$ cat config.mk
export PLATFORM = sky130hd
export DESIGN_NAME = tlb_assoc
export DESIGN_NICKNAME = d
export VERILOG_FILES = /design/src/rtl/tlb_pkg.sv /design/src/rtl/tlb_victim_sel.sv /design/src/rtl/tlb_assoc.sv
export SDC_FILE = /design/constraint.sdc
export NUM_CORES = 1
export LEC_CHECK = 0
export ABC_AREA = 0
export CAP_MARGIN = 30
export CORE_MARGIN = 2
export CORE_UTILIZATION = 45
export DETAILED_ROUTE_END_ITERATION = 12
export MAX_ROUTING_LAYER = met4
export PLACE_DENSITY = 0.63
export SLEW_MARGIN = 20
export SYNTH_ARGS = -nofsm -noshare
export SYNTH_HDL_FRONTEND = slang
export SYNTH_HIERARCHICAL = 1
export SYNTH_SLANG_ARGS = --single-unit
$ cat constraint.sdc
create_clock -name clk -period 6.8 [get_ports clk]
set_clock_uncertainty 0.05 [all_clocks]
set_input_delay 0.68 -clock clk [delete_from_list [all_inputs] [get_ports clk]]
set_output_delay 0.68 -clock clk [all_outputs]
set_load 0.01 [all_outputs]
$ cat src/rtl/tlb_pkg.sv
// Shared TLB definitions: FSM state encoding, packed entry layout and width helpers.
// Entry layout (LSB first): W | PPN | VPN | ASID | VALID.
package tlb_pkg;

    typedef enum logic [1:0] {
        S_IDLE = 2'd0,
        S_WALK = 2'd1,
        S_RESP = 2'd2
    } tlb_state_e;

    localparam int F_W   = 0;
    localparam int F_PPN = 1;

    function automatic int vpn_width(input int va_width, input int page_bits);
        return va_width - page_bits;
    endfunction

    function automatic int off_vpn(input int ppn_w);
        return F_PPN + ppn_w;
    endfunction

    function automatic int off_asid(input int ppn_w, input int vpn_w);
        return off_vpn(ppn_w) + vpn_w;
    endfunction

    function automatic int off_valid(input int ppn_w, input int vpn_w, input int asid_w);
        return off_asid(ppn_w, vpn_w) + asid_w;
    endfunction

    function automatic int entry_width(input int ppn_w, input int vpn_w, input int asid_w);
        return off_valid(ppn_w, vpn_w, asid_w) + 1;
    endfunction

endpackage

$ cat src/rtl/tlb_victim_sel.sv
// Refill victim choice: lowest-index invalid entry, else a round-robin pointer.
// Combinational select; the pointer advances only on an install that used it.
module tlb_victim_sel #(
    parameter int ENTRIES = 8,
    parameter int IDX_W   = $clog2(ENTRIES)
) (
    input  logic               clk,
    input  logic               reset,
    input  logic [ENTRIES-1:0] valid_i,
    input  logic               install_i,
    output logic [IDX_W-1:0]   victim_o
);

    logic [IDX_W-1:0] ptr_q, ptr_d;
    logic [IDX_W-1:0] free_idx;
    logic             free_found;

    always_comb begin
        free_found = 1'b0;
        free_idx   = '0;
        for (int i = ENTRIES - 1; i >= 0; i--) begin
            if (!valid_i[i]) begin
                free_found = 1'b1;
                free_idx   = IDX_W'(i);
            end
        end
        victim_o = free_found ? free_idx : ptr_q;
        // ENTRIES is a power of two, so natural overflow is the modulo wrap
        ptr_d    = (install_i && !free_found) ? ptr_q + IDX_W'(1) : ptr_q;
    end

    always_ff @(posedge clk) begin
        if (reset) ptr_q <= '0;
        else       ptr_q <= ptr_d;
    end

endmodule

$ cat src/rtl/tlb_assoc.sv
// Fully-associative ASID-tagged TLB with walker refill; hit/bypass answers 1 cycle after accept, miss 1 cycle after walk_done.
// One request in flight (req_ready only in S_IDLE); TLB_PERF_COUNTERS_EN adds hit/miss counters.
module tlb_assoc
    import tlb_pkg::*;
#(
    parameter int ENTRIES    = 8,
    parameter int VA_WIDTH   = 32,
    parameter int PA_WIDTH   = 32,
    parameter int PAGE_BITS  = 12,
    parameter int ASID_WIDTH = 4
) (
    input  logic                           clk,
    input  logic                           reset,
    input  logic                           vm_enable,
    input  logic                           flush,
    input  logic                           flush_asid_en,
    input  logic [ASID_WIDTH-1:0]          flush_asid,
    input  logic                           req_valid,
    output logic                           req_ready,
    input  logic [VA_WIDTH-1:0]            req_vaddr,
    input  logic [ASID_WIDTH-1:0]          req_asid,
    input  logic                           req_store,
    output logic                           resp_valid,
    output logic [PA_WIDTH-1:0]            resp_paddr,
    output logic                           resp_hit,
    output logic                           resp_fault,
    output logic                           walk_req,
    output logic [VA_WIDTH-PAGE_BITS-1:0]  walk_vpn,
    output logic [ASID_WIDTH-1:0]          walk_asid,
    input  logic                           walk_done,
    input  logic [PA_WIDTH-PAGE_BITS-1:0]  walk_ppn,
    input  logic                           walk_w,
`ifdef TLB_PERF_COUNTERS_EN
    output logic [31:0]                    perf_hits,
    output logic [31:0]                    perf_misses,
`endif
    input  logic                           walk_fault
);

    localparam int VPN_W     = vpn_width(VA_WIDTH, PAGE_BITS);
    localparam int PPN_W     = PA_WIDTH - PAGE_BITS;
    localparam int IDX_W     = $clog2(ENTRIES);
    localparam int OFF_VPN   = off_vpn(PPN_W);
    localparam int OFF_ASID  = off_asid(PPN_W, VPN_W);
    localparam int OFF_VALID = off_valid(PPN_W, VPN_W, ASID_WIDTH);
    localparam int ENT_W     = entry_width(PPN_W, VPN_W, ASID_WIDTH);

    tlb_state_e               state_q, state_d;
    logic [VA_WIDTH-1:0]      vaddr_q, vaddr_d;
    logic [ASID_WIDTH-1:0]    asid_q, asid_d;
    logic                     store_q, store_d;
    logic                     drop_q, drop_d;
    logic [PA_WIDTH-1:0]      paddr_q, paddr_d;
    logic                     hit_q, hit_d;
    logic                     fault_q, fault_d;
    logic [ENT_W-1:0]         ent_q [ENTRIES];

    logic [ENTRIES-1:0]       valid_vec;
    logic [VPN_W-1:0]         req_vpn;
    logic                     lk_hit;
    logic [IDX_W-1:0]         lk_idx;
    logic [IDX_W-1:0]         victim;
    logic                     flush_any;
    logic                     accept;
    logic                     install;

    assign req_vpn   = req_vaddr[VA_WIDTH-1:PAGE_BITS];
    assign flush_any = flush | flush_asid_en;
    assign accept    = req_valid && req_ready;
    // A flush in flight or on this edge suppresses the install but not the response
    assign install   = (state_q == S_WALK) && walk_done && !walk_fault && !drop_q && !flush_any;

    always_comb begin
        lk_hit = 1'b0;
        lk_idx = '0;
        for (int i = ENTRIES - 1; i >= 0; i--) begin
            valid_vec[i] = ent_q[i][OFF_VALID];
            if (ent_q[i][OFF_VALID] && ent_q[i][OFF_VPN +: VPN_W] == req_vpn &&
                ent_q[i][OFF_ASID +: ASID_WIDTH] == req_asid) begin
                lk_hit = 1'b1;
                lk_idx = IDX_W'(i);
            end
        end
    end

    tlb_victim_sel #(
        .ENTRIES (ENTRIES),
        .IDX_W   (IDX_W)
    ) u_victim_sel (
        .clk       (clk),
        .reset     (reset),
        .valid_i   (valid_vec),
        .install_i (install),
        .victim_o  (victim)
    );

    always_comb begin
        state_d = state_q;
        vaddr_d = vaddr_q;
        asid_d  = asid_q;
        store_d = store_q;
        drop_d  = drop_q;
        paddr_d = paddr_q;
        hit_d   = hit_q;
        fault_d = fault_q;
        case (state_q)
            S_IDLE: begin
                if (accept) begin
                    vaddr_d = req_vaddr;
                    asid_d  = req_asid;
                    store_d = req_store;
                    drop_d  = 1'b0;
                    if (!vm_enable) begin
                        state_d = S_RESP;
                        paddr_d = PA_WIDTH'(req_vaddr);
                        hit_d   = 1'b1;
                        fault_d = 1'b0;
                    end else if (lk_hit) begin
                        state_d = S_RESP;
                        paddr_d = {ent_q[lk_idx][F_PPN +: PPN_W], req_vaddr[PAGE_BITS-1:0]};
                        hit_d   = 1'b1;
                        fault_d = req_store && !ent_q[lk_idx][F_W];
                    end else begin
                        state_d = S_WALK;
                    end
                end
            end
            S_WALK: begin
                if (flush_any) drop_d = 1'b1;
                if (walk_done) begin
                    state_d = S_RESP;
                    hit_d   = 1'b0;
                    if (walk_fault) begin
                        paddr_d = '0;
                        fault_d = 1'b1;
                    end else begin
                        paddr_d = {walk_ppn, vaddr_q[PAGE_BITS-1:0]};
                        fault_d = store_q && !walk_w;
                    end
                end
            end
            S_RESP:  state_d = S_IDLE;
            default: state_d = S_IDLE;
        endcase
    end

    always_ff @(posedge clk) begin
        if (reset) begin
            state_q <= S_IDLE;
            vaddr_q <= '0;
            asid_q  <= '0;
            store_q <= 1'b0;
            drop_q  <= 1'b0;
            paddr_q <= '0;
            hit_q   <= 1'b0;
            fault_q <= 1'b0;
        end else begin
            state_q <= state_d;
            vaddr_q <= vaddr_d;
            asid_q  <= asid_d;
            store_q <= store_d;
            drop_q  <= drop_d;
            paddr_q <= paddr_d;
            hit_q   <= hit_d;
            fault_q <= fault_d;
        end
    end

    always_ff @(posedge clk) begin
        for (int i = 0; i < ENTRIES; i++) begin
            if (reset) begin
                ent_q[i] <= '0;
            end else if (flush ||
                         (flush_asid_en && ent_q[i][OFF_ASID +: ASID_WIDTH] == flush_asid)) begin
                ent_q[i][OFF_VALID] <= 1'b0;
            end else if (install && victim == IDX_W'(i)) begin
                ent_q[i] <= {1'b1, asid_q, vaddr_q[VA_WIDTH-1:PAGE_BITS], walk_ppn, walk_w};
            end
        end
    end

`ifdef TLB_PERF_COUNTERS_EN
    logic [31:0] perf_hits_q, perf_misses_q;

    always_ff @(posedge clk) begin
        if (reset) begin
            perf_hits_q   <= '0;
            perf_misses_q <= '0;
        end else if (accept && vm_enable) begin
            if (lk_hit) perf_hits_q   <= perf_hits_q + 32'd1;
            else        perf_misses_q <= perf_misses_q + 32'd1;
        end
    end

    assign perf_hits   = perf_hits_q;
    assign perf_misses = perf_misses_q;
`endif

    assign req_ready  = (state_q == S_IDLE) && !reset;
    assign resp_valid = (state_q == S_RESP);
    assign resp_paddr = paddr_q;
    assign resp_hit   = hit_q;
    assign resp_fault = fault_q;
    assign walk_req   = (state_q == S_WALK);
    assign walk_vpn   = vaddr_q[VA_WIDTH-1:PAGE_BITS];
    assign walk_asid  = asid_q;

endmodule

# ---- Word-level counts from Yosys, hierarchy flattened
# Memory sizes are Yosys's and may differ from the RTL's.
# Index checks and enable logic that the tools add are counted.
dict set report totals {
  regBits 77
  ram_bits 368
  in_bits 70
  output_inout_bits 61
  mem_count 1
}
# memory words width read_ports rd_ports_with_merged_regs wr line
set memory_table {}
lappend memory_table {ent_q 8 46 9 0 8 tlb_assoc.sv:56} ;# logic [ENT_W-1:0] ent_q [ENTRIES];
dict set report op_classes {
  addsub 1
  eq_ne 37
  n_mux 140
  bitwise_logic 25
  n_reduce_logical 63
}
# op count
set op_table {}
lappend op_table {{2-to-1 mux 45 bit} 8}
lappend op_table {{== test 20 bit} 8}
lappend op_table {{2-to-1 mux 32 bit} 5}
lappend op_table {{2-to-1 mux 1 bit} 101}
lappend op_table {{== test 4 bit} 16}
lappend op_table {{one-hot mux 32 bit (2 select lines)} 1}
lappend op_table {{2-to-1 mux 3 bit} 17}
lappend op_table {{logical AND 1 bit} 41}
lappend op_table {{bitwise OR 1 bit} 25}
lappend op_table {{== test 3 bit (second input constant)} 4}
lappend op_table {{logical OR 1 bit} 8}
lappend op_table {{2-to-1 mux 2 bit} 4}
lappend op_table {{logical NOT 1 bit} 7}
lappend op_table {{== test 3 x 2 -> 1 bit (second input constant)} 2}
lappend op_table {{one-hot mux 1 bit (2 select lines)} 3}
lappend op_table {{!= test 2 x 1 -> 1 bit (second input constant)} 2}
lappend op_table {{one-hot mux 2 bit (2 select lines)} 1}
lappend op_table {{AND reduction 2 bit} 2}
lappend op_table {{AND reduction 4 bit} 1}
lappend op_table {{adder 3 x 1 -> 3 bit (second input constant)} 1}
lappend op_table {{== test 3 x 1 -> 1 bit (second input constant)} 1}
lappend op_table {{logical NOT 3 bit} 1}
lappend op_table {{!= test 3 bit (second input constant)} 1}
lappend op_table {{AND reduction 3 bit} 1}
lappend op_table {{5 further kinds} 5}

# ---- Longest topological paths before layout
# Gate-level depths: netlist of run 1.
# An unclocked memory read counts as a cell.
dict set report logic_depth {
  depth_word 19
  mapped_depth 14
}

# ---- Hierarchy
# The synthesis of run 1 kept the hierarchy.
# mod n_inst cells_each area_per_inst_um2
set by_module_without_submodules {}
lappend by_module_without_submodules {tlb_assoc 1 1888 21767.1}
lappend by_module_without_submodules {tlb_victim_sel 1 26 217.7}

# ---- Least setup slack after synthesis of run 1
# OpenSTA, ideal clock, no wires.
dict set report synth_timing {
  path_type {in2reg}
  from {input req_vaddr[12]}
  to {register paddr_q[21] (netlist: resp_paddr[21])}
  arrival_ps 3413
  t_required_ps 6616
  slack_ps 3204
  stages 13
  n_path_buf 3
  cell_sequence {buf_2 xor2_1 or4b_1 nor4b_1 nand4_1 a21boi_1 o21ai_1 a21boi_1 buf_2 buf_2 mux2_2 o2111ai_1 o211ai_1}
}
dict set report synth_via {
  elab_chain_len 16
}
# element line
set synth_lines {}
lappend synth_lines {{start: declaration} tlb_assoc.sv:20} ;# input logic [VA_WIDTH-1:0] req_vaddr,
lappend synth_lines {{== test 20 bit} tlb_assoc.sv:78} ;# if (ent_q[i][OFF_VALID] && ent_q[i][OFF_VPN +: VPN_W] == req_vpn &&
lappend synth_lines {{logical AND 1 bit (2 in series)} tlb_assoc.sv:78}
lappend synth_lines {{2-to-1 mux 3 bit (8 in series)} tlb_assoc.sv:78}
lappend synth_lines {{memory (8 x 46 bit)} n/a}
lappend synth_lines {{2-to-1 mux 32 bit} tlb_assoc.sv:118} ;# end else if (lk_hit) begin
lappend synth_lines {{2-to-1 mux 32 bit} tlb_assoc.sv:113} ;# if (!vm_enable) begin
lappend synth_lines {{2-to-1 mux 32 bit} tlb_assoc.sv:108} ;# if (accept) begin
lappend synth_lines {{one-hot mux 32 bit (2 select lines)} tlb_assoc.sv:106} ;# case (state_q)
lappend synth_lines {{end signal: assignment} tlb_assoc.sv:163} ;# paddr_q <= paddr_d;
lappend synth_lines {{end: declaration} tlb_assoc.sv:53} ;# logic [PA_WIDTH-1:0] paddr_q, paddr_d;
# Parallel ways exist; a longest one is shown, timed or not. The select of a mux whose other input is x is not followed.
# A chain may end at the register's enable or synchronous reset.

# ---- Worst setup path in the final report of run 1
dict set report layout_timing {
  from {input req_vaddr[30]}
  to {register paddr_q[22] (netlist: resp_paddr[22])}
}
# Same word-level chain as after synthesis.

==> results.toml, run 1 <==
[placed_design]
place_hpwl_um = 52490
dp.cells = 2570
port_buffers = 130
routabilityCongestion = 0.9560

[yosys]
synth_nets = 1985
ys_seq_area_frac = 0.5728
syn-cell-area_um2 = 21980
synth.distinct_cells = 72
async_flop_share = 0
ys_ff_latch = 445
synth_ff_type = "edfxtp_1"
synth_edf_count = 368
postSynthAreaPerCell_um2 = 11.49
ys_warn_count = 6
netlist_instances = 1914

[grt]
grt_max_degree = 58
track_usage = 0.3138
antenna_found_initial = 3
grt_pass1_wl_um = 110000
first_global_vias = 15330
overflow = 0

[pwr]
p_leak_nw = 9.387
p_total_mw = 6.363
vdd_ir_drop_max_mv = 0.2222
p_per_area_nw_per_um2 = 249.0

[final_layout]
area_delta_synth_final_pct = 16.23
layout.nets = 2080
final_cells = 2667
layout_common_cells = "edfxtp_1 (368), and2_1 (356), nand2_1 (171)"
drive_above_1_share = 0.08679
final_common_cell = "edfxtp_1"
fill_cells = 4168

[timing]
final.min_clock_period_ps = 5011
period_share = 0.7369
relSlewSlack = 0.3109
setup_tns_ps = 0
rsz0062_at_grt = "no"
setup_viol = 0
worstMarginPinSlew_ps = 1030
timing.final.max_slew_violations = 0
max_freq_mhz = 199.6
hold_viol = 0

[critical_path]
cp_data_required_time_ps = 7200
critPathLaunchType = "input pin"
cp_max_fo = 17
cpLargestDelayFamily = "compound AO/OA/AOI/OAI gates"
reg2reg_slack_ps = 2370
cp.arrival_ps = 5410
crit_buf_inv = 2
max_stage_delay_ps = 1130
crit_chain = "clkdlybuf4s50_1, xor2_1, nor4_1, nand3_1, a2111oi_0, a311oi_2, o21ai_4, buf_4, mux2i_1, o211ai_2, o2111ai_1, o211ai_1"
cpMaxStageDelayCell = "clkdlybuf4s50_1"
path_class = "input pin to flip-flop"
setup.worst_path.end_class = "flip-flop"

[floorplanning]
die_w_um = 225.0
dieArea_um2 = 50640
row_count = 80
core_area_um2 = 47950
ios = 131
die_h_um = 225.0
initial_core_util = 0.4585

[outcome]
status = "completed"

[clocking]
cts_setup_buffers = 0
tritoncts = "done"
cts-root-buf = "clkbuf_16"
cts_made_buffers = 50
ctsResizeCount = 0
hold_buffers = 0
worstSkewPairLatency_ps = 610
clkTransAtPathRegs_ps = 60
h-tree-depth = 2
cts.sink_count = 445
clockBufferDepth = 3

[routing]
dr.pass1.iters = 7
num_vias = 15780
via_per_inst = 5.916
ant_nets = 0
routed_wl_um = 76660
first_iter_violations = 1504
drc = 0
wl_per_cell_um = 28.74

[worst_hold_path]
hp-class = "flip-flop to flip-flop"

[run]
drv_cap = 0
synthesized netlist by cell type (all sizes together), types with 2 or more instances:
library cell | count | area, um^2
nor4 | 45 | 287.8
o31ai | 2 | 28.78
nor2b | 5 | 31.28
a21boi | 3 | 22.52
o21ai | 26 | 133.9
or4 | 2 | 18.77
nor3b | 12 | 90.09
a31oi | 23 | 143.9
buf | 65 | 402.9
o211ai | 40 | 325.3
o2111ai | 19 | 166.4
mux2 | 19 | 214.0
clkbuf | 71 | 267.8
nor4bb | 4 | 40.04
dfxtp | 77 | 1541
xor2 | 144 | 1261
nand4b | 2 | 17.52
nand3 | 46 | 235.2
a21oi | 77 | 385.4
a311o | 2 | 20.02
nor3 | 32 | 165.2
and2 | 358 | 2240
mux2i | 44 | 440.4
edfxtp | 368 | 11050
a211oi | 13 | 97.59
or3 | 4 | 25.02
nand2b | 9 | 56.30
and4 | 5 | 47.55
nor2 | 42 | 160.2
a311oi | 2 | 23.77
xnor2 | 85 | 744.5
nor4b | 6 | 58.80
and3 | 25 | 156.4
inv | 11 | 41.29
nand4 | 36 | 225.2
nand2 | 172 | 645.6
or4b | 3 | 30.03
per-layer routing:
layer	global-route usage	up-vias	wire, um
met3	0.04798	118	5742
met2	0.4926	670	35910
met1	0.4232	7998	32820
met4	0.09229	0	2180
li1	-	6991	-
met5	-	-	0
flip-flops by register name, indices dropped and copies added, names as in the netlist:
name and flops:
u_victim_sel/ptr_q 3, resp_hit 1, drop_q 1, state_q 2, resp_fault 1, store_q 1, walk_asid 4, ent_q 368
resp_paddr 32, vaddr_q 32
per-stage QoR:
step	worst slack [ps]	util	area [um^2]	hold WS [ps]
finish	1789	0.5329	25550	397.7
detailed placement	1130	0.4992	23940	393.5
global placement	1013	0.4964	23800	387.0
floorplan	3204	-	21980	381.5
CTS	1744	0.5325	25530	402.2
global route	1680	0.5329	25550	421.8
worst min-delay path, cell delays in order, from the launching register on:
cell     delay (ps)
dfxtp_1         300
nand2_1          50
a21oi_1          50
power by group:
| group | total, mW | internal [mW] | switching (mW) |
|---|---|---|---|
| clock network | 2.67 | 1.53 | 1.14 |
| registers | 3.12 | 3.05 | 0.0764 |
| logic | 0.566 | 0.198 | 0.368 |
| total | 6.36 | 4.78 | 1.59 |
path summary, 6_finish.rpt:
path,from,to,depth (start not counted)
worst min register to register,vaddr_q[8]$_SDFFE_PP0P_,vaddr_q[8]$_SDFFE_PP0P_,2
worst max-delay path,req_vaddr[30],resp_paddr[22]$_SDFFE_PP0P_,12
worst max register to register,ent_q[4][41]$_SDFFCE_PN0P_,resp_paddr[22]$_SDFFE_PP0P_,11
worst min-delay path,vaddr_q[8]$_SDFFE_PP0P_,vaddr_q[8]$_SDFFE_PP0P_,2
logic make-up (layout without fill, tap and decap cells):
group	count (synthesis)	after routing	synth area share
multiplexers	63	63	0.02976
AND/OR/NAND/NOR	810	810	0.2070
flip-flops	445	445	0.5728
AO/OA/AOI/OAI	218	218	0.06608
buffers and inverters	148	285	0.03255
XOR/XNOR	229	229	0.09123
other	0	1	0
adder cells (fa/ha/maj)	1	1	0.0005690
final cells by class:
type | instances | area, um^2 | area share
repair buffers | 179 | 1758 | 0.06880
diodes | 1 | 2.502 | 0.00009793
clock buffers | 72 | 1425 | 0.05577
well taps | 615 | 769.5 | 0.03011
flip-flops and latches | 445 | 12590 | 0.4928
multi-input cells | 1321 | 8787 | 0.3439
clock inverters | 22 | 172.7 | 0.006757
inverters | 12 | 45.04 | 0.001763
(Power assumes the default switching activity.)
==> run 2, diff against run 1 <==
clock period = 4.95 ns   (was 6.8 ns; I/O delays follow)
==> run 2 against run 1 <==
Core utilization rose by 1.1 points. Via count rose by 1.9%. Power rose by 39%. Register-to-register slack got worse by 1200 ps. Routed wire length fell by 0.41%. Sequential cell count did not move. Die area did not move. Critical path depth rose by 1. Setup slack got worse by 990 ps. Critical path type unchanged. Largest cell class unchanged. Highest routed layer unchanged.
==> results.toml, run 2 (synthesized netlist as in run 1, its figures left out) <==
[outcome]
status = "completed"

[clocking]
ctsResizeCount = 0
cts_setup_buffers = 0
tritoncts = "done"
worstSkewPairLatency_ps = 600
cts_made_buffers = 49
h-tree-depth = 2
cts.sink_count = 445
clkTransAtPathRegs_ps = 70
cts-root-buf = "clkbuf_16"
clockBufferDepth = 3
hold_buffers = 0

[grt]
track_usage = 0.3114
first_global_vias = 15550
grt_pass1_wl_um = 109600
overflow = 0
grt_max_degree = 63
antenna_found_initial = 0

[pwr]
p_per_area_nw_per_um2 = 338.1
p_total_mw = 8.825
p_leak_nw = 9.726
vdd_ir_drop_max_mv = 0.2531

[final_layout]
layout.nets = 2137
top_register = "ent_q"
area_delta_synth_final_pct = 18.72
final_common_cell = "edfxtp_1"
fill_cells = 4118
largest_reg_flops = 368
layout_common_cells = "edfxtp_1 (368), and2_1 (356), nand2_1 (171)"
drive_above_1_share = 0.1140

[routing]
num_vias = 16070
first_iter_violations = 1805
routed_wl_um = 76340
wl_per_cell_um = 28.05
dr.pass1.iters = 7
drc = 0
ant_nets = 0
via_per_inst = 5.904

[floorplanning]
core_area_um2 = 47950
ios = 131
initial_core_util = 0.4585
dieArea_um2 = 50640
die_h_um = 225.0
die_w_um = 225.0
row_count = 80

[worst_hold_path]
hp-start = "reset"
hp-class = "input pin to flip-flop"

[critical_path]
max_stage_delay_ps = 910
r2r_start = "ent_q[3][43]$_SDFFCE_PN0P_"
cp_data_required_time_ps = 5340
worst-r2r-cell-count = 12
cp_common_cell = "buf_4"
cp.arrival_ps = 4550
reg2reg_slack_ps = 1150
startpoint = "req_asid[0]"
setup.worst_path.end_class = "flip-flop"
r2r-end = "resp_paddr[20]$_SDFFE_PP0P_"
cp_max_fo = 15
endpoint = "resp_paddr[20]$_SDFFE_PP0P_"
cpMaxStageDelayCell = "clkdlybuf4s50_1"
crit_chain = "clkdlybuf4s50_1, xnor2_1, nand4_1, nor3_1, buf_4, a2111oi_0, a311oi_2, o21ai_4, buf_4, mux2i_1, nand2_1, o2111ai_1, o211ai_2"
critPathLaunchType = "input pin"
path_class = "input pin to flip-flop"

[timing]
setup_tns_ps = 0
timing.final.max_slew_violations = 0
period_share = 0.8392
finalHoldWorstSlack_ps = 374.9
relSlewSlack = 0.3624
hold_viol = 0
worstMarginPinSlew_ps = 932.4
final.min_clock_period_ps = 4154
rsz0062_at_grt = "no"
max_freq_mhz = 240.7
setup_viol = 0
setup_ws_ps = 795.7

[placed_design]
routabilityCongestion = 0.9540
port_buffers = 130
pre_cts_ws_ps = 311.1
place_hpwl_um = 53160

[run]
drv_cap = 0
## run 2: cell count changes in the layout (fill, tap and decap cells not counted), sizes merged
| cell | change |
|---|---|
| clkinv | +2 |
| clkbuf | -7 |
| bufinv | +3 |
| buf | +59 |
| clkinvlp | -2 |
## run 2: through the flow
| stage | instance area, um^2 | cells | utilization |
|---|---|---|---|
| 5_1_grt | 26100 | 2721 | 0.5443 |
| 6_report | 26100 | 2722 | 0.5444 |
| 3_5_place_dp | 24500 | 2630 | 0.5109 |
| 3_3_place_gp | 24460 | 2628 | 0.5102 |
| 2_1_floorplan | 21980 | 1914 | - |
| 4_1_cts | 26100 | 2721 | 0.5443 |
## run 2: where the power goes
part / switching, mW / internal, mW / total [mW]
Sequential: 0.106 / 4.18 / 4.29
Combinational: 0.514 / 0.300 / 0.815
Clock: 1.55 / 2.17 / 3.72
## run 2: layout make-up
type | count | area (um^2) | share of cell area
flip-flops and latches | 445 | 12590 | 0.4825
multi-input cells | 1321 | 8780 | 0.3364
repair buffers | 237 | 2310 | 0.08850
clock buffers | 66 | 1350 | 0.05173
well taps | 615 | 769.5 | 0.02948
clock inverters | 25 | 251.5 | 0.009636
inverters | 12 | 45.04 | 0.001726
diodes | 1 | 2.502 | 0.00009588
## run 2: worst min-delay path by stage
stage / endpoint / cells past startpoint
finish: u_victim_sel/ptr_q[2]$_SDFFE_PP0P_ / 2
global route: u_victim_sel/ptr_q[0]$_SDFFE_PP0P_ / 2
CTS: u_victim_sel/ptr_q[2]$_SDFFE_PP0P_ / 2
detailed placement: vaddr_q[8]$_SDFFE_PP0P_ / 2
global placement: vaddr_q[10]$_SDFFE_PP0P_ / 2
floorplan: vaddr_q[0]$_SDFFE_PP0P_ / 2
## run 2: critical path: cells and delay by family
kind            cells  cell delay [ps]
simple gates        3              420
xor+xnor            1              330
mux                 1              270
buf+inv             3             1410
compound gates      5             1600
## run 2: layer usage
| metal | wire length (um) | global-route usage |
|---|---|---|
| met1 | 32890 | 0.4247 |
| met2 | 35360 | 0.4812 |
| met3 | 5737 | 0.05241 |
| met4 | 2355 | 0.08908 |
| met5 | 0 | - |
